**config.mk**
```make
export PLATFORM = sky130hd
export DESIGN_NAME = frame_disassembly_fsm
export DESIGN_NICKNAME = d
export VERILOG_FILES = /design/src/rtl/frame_disassembly_fsm.sv
export SDC_FILE = /design/constraint.sdc
export NUM_CORES = 1
export LEC_CHECK = 0
export BUFFER_PORTS_ARGS = -buffer_cell sky130_fd_sc_hd__buf_4
export CORE_ASPECT_RATIO = 0.9
export CORE_UTILIZATION = 35
export DETAILED_ROUTE_END_ITERATION = 7
export SYNTH_ARGS = -nofsm -noshare
export SYNTH_HDL_FRONTEND = slang
export SYNTH_SLANG_ARGS = --single-unit
```
**constraint.sdc**
```tcl
create_clock -name clk -period 2.4 [get_ports clk]
set_input_delay 0.12 -clock clk [delete_from_list [all_inputs] [get_ports clk]]
set_output_delay 0.12 -clock clk [all_outputs]
set_load 0.01 [all_outputs]
```
**src/rtl/frame_disassembly_fsm.sv**
```systemverilog
// Streams one stored RGB frame from the image RAM into a TX byte FIFO:
// a header byte, then R, G, B for every pixel in raster order.
module frame_disassembly_fsm #(
    parameter int          IMG_W  = 240,
    parameter int          IMG_H  = 170,
    parameter logic [7:0]  HEADER = 8'hAA,
    localparam int         NPIX   = IMG_W * IMG_H,
    localparam int         AW     = $clog2(NPIX)
) (
    input  logic          clk,
    input  logic          reset,
    input  logic          start,
    input  logic          full,
    output logic          push,
    output logic [7:0]    push_data,
    output logic          oe,
    output logic [AW-1:0] rAddr,
    input  logic [23:0]   imgData,
    output logic          busy,
    output logic          frame_tx_done
);

    localparam logic [AW-1:0] LAST_PIX = AW'(NPIX - 1);

    typedef enum logic [2:0] {
        IDLE,
        HDR,
        READ,
        WAIT,
        SEND_R,
        SEND_G,
        SEND_B,
        DONE
    } state_t;

    state_t          state;
    logic [AW-1:0]   pix_cnt;
    logic [23:0]     pix_reg;
    logic            push_en;

    // The strobe is gated by full in the same cycle so a byte is never
    // offered to a FIFO that has just filled up.
    assign push = push_en & ~full;

    always_ff @(posedge clk or posedge reset) begin
        if (reset) begin
            state         <= IDLE;
            pix_cnt       <= '0;
            pix_reg       <= '0;
            push_en       <= 1'b0;
            push_data     <= '0;
            oe            <= 1'b0;
            rAddr         <= '0;
            busy          <= 1'b0;
            frame_tx_done <= 1'b0;
        end else begin
            case (state)
                IDLE: begin
                    frame_tx_done <= 1'b0;
                    if (start) begin
                        state     <= HDR;
                        pix_cnt   <= '0;
                        busy      <= 1'b1;
                        push_en   <= 1'b1;
                        push_data <= HEADER;
                    end
                end
                HDR: begin
                    if (!full) begin
                        state   <= READ;
                        push_en <= 1'b0;
                        oe      <= 1'b1;
                        rAddr   <= pix_cnt;
                    end
                end
                READ: begin
                    oe    <= 1'b0;
                    state <= WAIT;
                end
                WAIT: begin
                    pix_reg   <= imgData;
                    push_en   <= 1'b1;
                    push_data <= imgData[23:16];
                    state     <= SEND_R;
                end
                SEND_R: begin
                    if (!full) begin
                        push_data <= pix_reg[15:8];
                        state     <= SEND_G;
                    end
                end
                SEND_G: begin
                    if (!full) begin
                        push_data <= pix_reg[7:0];
                        state     <= SEND_B;
                    end
                end
                SEND_B: begin
                    if (!full) begin
                        push_en <= 1'b0;
                        if (pix_cnt == LAST_PIX) begin
                            state         <= DONE;
                            busy          <= 1'b0;
                            frame_tx_done <= 1'b1;
                        end else begin
                            pix_cnt <= pix_cnt + 1'b1;
                            oe      <= 1'b1;
                            rAddr   <= pix_cnt + 1'b1;
                            state   <= READ;
                        end
                    end
                end
                DONE: begin
                    frame_tx_done <= 1'b0;
                    state         <= IDLE;
                end
                default: begin
                    state   <= IDLE;
                    push_en <= 1'b0;
                    oe      <= 1'b0;
                    busy    <= 1'b0;
                end
            endcase
        end
    end

endmodule

```
==> flow_metrics.py <==
metrics = {
    "pwr": {
        "switching_share": 0.351,
        "pwr-share-clk": 0.218,
        "p_sw_mw": 1.31,
        "pwr-share-seq": 0.405,
        "p_int_mw": 2.42,
        "combPwrFrac": 0.377,
        "ir_drop_uv": 336,
        "p_leak_nw": 1.89,
        "powerDensity_nw_per_um2": 910,
        "p_total_mw": 3.73,
    },
    "timing": {
        "max-slew-margin-rel": 0.518,
        "drv_slew": 0,
        "fin_crit_ns": 2.14,
        "fin_skew_ns": 0.00879,
        "setup_tns_ns": 0,
        "timing.hold.ws_ns": 0.0119,
        "rsz0062_at_grt": "false",
        "finalHoldViolCount": 0,
        "fmax_ghz": 0.468,
        "setup_viol": 0,
        "period_share": 0.890,
        "worst_pin_slew_ns": 0.722,
    },
    "yosys": {
        "synthSimpleGateAreaFrac": 0.164,
        "muxShareOfSynthArea": 0.121,
        "synth-compound-area-share": 0.151,
        "synthCells": 326,
        "synth_area_um2": 3330,
        "synth_top_area_share": 0.474,
        "synthArstFlopShare": 1.00,
        "synth-xor-area-share": 0.0369,
        "ys_seq_elements": 63,
        "synth_nets": 356,
        "synth_seq_area_share": 0.474,
        "ys_types": 48,
        "ys_top_cells_by_count": "dfrtp_1 (63), o21ai_0 (33), nand2_1 (32)",
        "synth_most_common_cell": "dfrtp_1",
        "synthAdderAreaFrac": 0.00752,
        "synthTopCellsByArea": "dfrtp_1 (47%), mux2_2 (7.8%), o21ai_0 (5.0%)",
        "syn_avg_cell_area_um2": 10.2,
        "synth_edf_count": 0,
        "yosysTopAreaCell": "dfrtp_1",
        "synth_top_family_by_area": "simple AND/OR/NAND/NOR gates",
        "ys_warn_count": 0,
        "synth-main-ff-cell": "dfrtp_1",
    },
    "route": {
        "drt_iter0_drc": 152,
        "wl_um": 7620,
        "dr_wl_met3_um": 332,
        "ant_nets": 0,
        "routed_via_density": 5.19,
        "num_vias": 2660,
        "wl_met1_um": 3840,
        "highest_layer": "met4",
        "drtPass1Iterations": 4,
        "drc": 0,
        "wl_per_cell_um": 14.8,
        "met2WireLength_um": 3350,
    },
    "floorplanning": {
        "fp.dieW_um": 105,
        "die_y_um": 94.5,
        "io_pins": 56,
        "start_util": 0.363,
        "placementRows": 33,
        "die_area_um2": 9900,
        "core_um2": 9170,
    },
    "clock_tree": {
        "post_cts_resized": 0,
        "cts_inserted_buffers": 9,
        "clkSlewWorstSetupHoldPaths_ns": 0.07,
        "cts_tree": "done",
        "clk_latency_ns": 0.34,
        "clock-root-buffer": "clkbuf_8",
        "cts.sinks": 63,
        "cts_buffer_depth": 2,
        "cts_max_level": 3,
    },
    "setup_path": {
        "arrival_ns": 2.35,
        "path_buf_inv": 1,
        "crit_path_top_delay_cell": "dfrtp_1",
        "cp-end-kind": "flop",
        "cp_cell_sequence": "ha_1, and4b_1, nand3_1, o21ai_4, o31a_2, buf_12, mux2_2",
        "crit_type": "reg2reg",
        "worstPathMaxFanout": 16,
        "worstSetupStartpointType": "flop",
        "critPathTopFamily": "simple AND/OR/NAND/NOR gates",
        "crit_path_max_incr_delay_ns": 0.42,
        "crit_required_ns": 2.61,
    },
    "grt": {
        "grt_pass1_wl_um": 12300,
        "track_usage": 0.160,
        "grt_overflow_total": 0,
        "grt_start_max_net_pins": 33,
        "antenna_found_initial": 0,
        "grt_pass1_vias": 2436,
    },
    "cells_and_area": {
        "num_antenna_cells": 0,
        "nets": 418,
        "syn2layout_area_growth_pct": 23.1,
        "fill_cells": 892,
        "utilization": 0.447,
        "drive_above_1_share": 0.317,
    },
    "hold_path": {
        "min_path_type": "in2reg",
    },
    "place": {
        "globalplace.congestion": 0.809,
        "place.port_buffers": 55,
        "dpl.hpwl_um": 5340,
    },
    "run": {
        "maxCapViolCount": 0,
    },
    "outcome": {
        "status": "finished clean",
    },
}
==> kinds of logic after synthesis <==
logic type,Yosys count
multiplexers,33
XOR/XNOR,14
AND/OR/NAND/NOR,107
flip-flops,63
adder cells (fa/ha/maj),2
AO/OA/AOI/OAI,77
buffers and inverters,30
==> what timing repair did <==
item                                    CTS  global route
hold buffers                              1             0
hold endpoints to repair                 31             0
buffers inserted                          0             3
endpoints found under the setup margin    0             4
==> layout by cell type, fill, tap and decap left out, types with 6 or more instances in the layout <==
cell type	count
a21oi_1	10
nor3_1	7
inv_1	7
buf_4	70
nor2_1	21
mux2_4	9
dfrtp_1	63
nand3_1	10
nand2b_1	7
xnor2_1	9
mux2_2	23
o21ai_0	33
o31ai_1	6
a22oi_1	6
clkbuf_8	11
nand2_1	32
==> path summary, 6_finish.rpt <==
| check | start | endpoint | slack, ns | cells after the start |
|---|---|---|---|---|
| max | pix_cnt[0] | rAddr[2] | 0.26 | 7 |
| min | imgData[5] | pix_reg[5] | 0.01 | 2 |
| max reg2reg | pix_cnt[0] | rAddr[2] | 0.26 | 7 |
| min reg2reg | push_data[5] | push_data[5] | 0.48 | 2 |
| max in group asynchronous | reset | pix_cnt[2] | 1.31 | 4 |
| min in group asynchronous | reset | push_data[5] | 0.47 | 3 |
==> routing by layer <==
layer	vias up	GRT usage
met3	10	0.0290
met5	-	0
met1	1288	0.230
met2	75	0.237
met4	0	0.0669
li1	1287	-
==> per-stage QoR <==
stage | std cells | area, um2 | setup WS [ns]
detailed placement | 495 | 3900 | 0.123
CTS | 510 | 4070 | 0.107
global route | 513 | 4100 | 0.136
floorplan | 326 | 3330 | 0.377
finish | 513 | 4100 | 0.264
global placement | 495 | 3900 | 0.181
==> power groups by stage <==
stage / clock network [mW] / logic (mW) / registers, mW
global placement: 0 / 1.36 / 1.53
CTS: 0.827 / 1.39 / 1.51
finish: 0.813 / 1.41 / 1.51
global route: 0.883 / 1.55 / 1.55
detailed placement: 0 / 1.39 / 1.53
floorplan: 0 / 0.982 / 1.49
==> cell type report <==
cell class / instances / area [um2] / area share
inverter: 8 / 30.0 / 0.00733
clock buffer: 13 / 159 / 0.0388
timing repair buffer: 73 / 576 / 0.141
tap: 122 / 153 / 0.0373
clock inverter: 1 / 5.00 / 0.00122
multi-input combinational: 233 / 1600 / 0.390
sequential: 63 / 1580 / 0.385
Note: power is estimated with default switching activity, not from simulation.
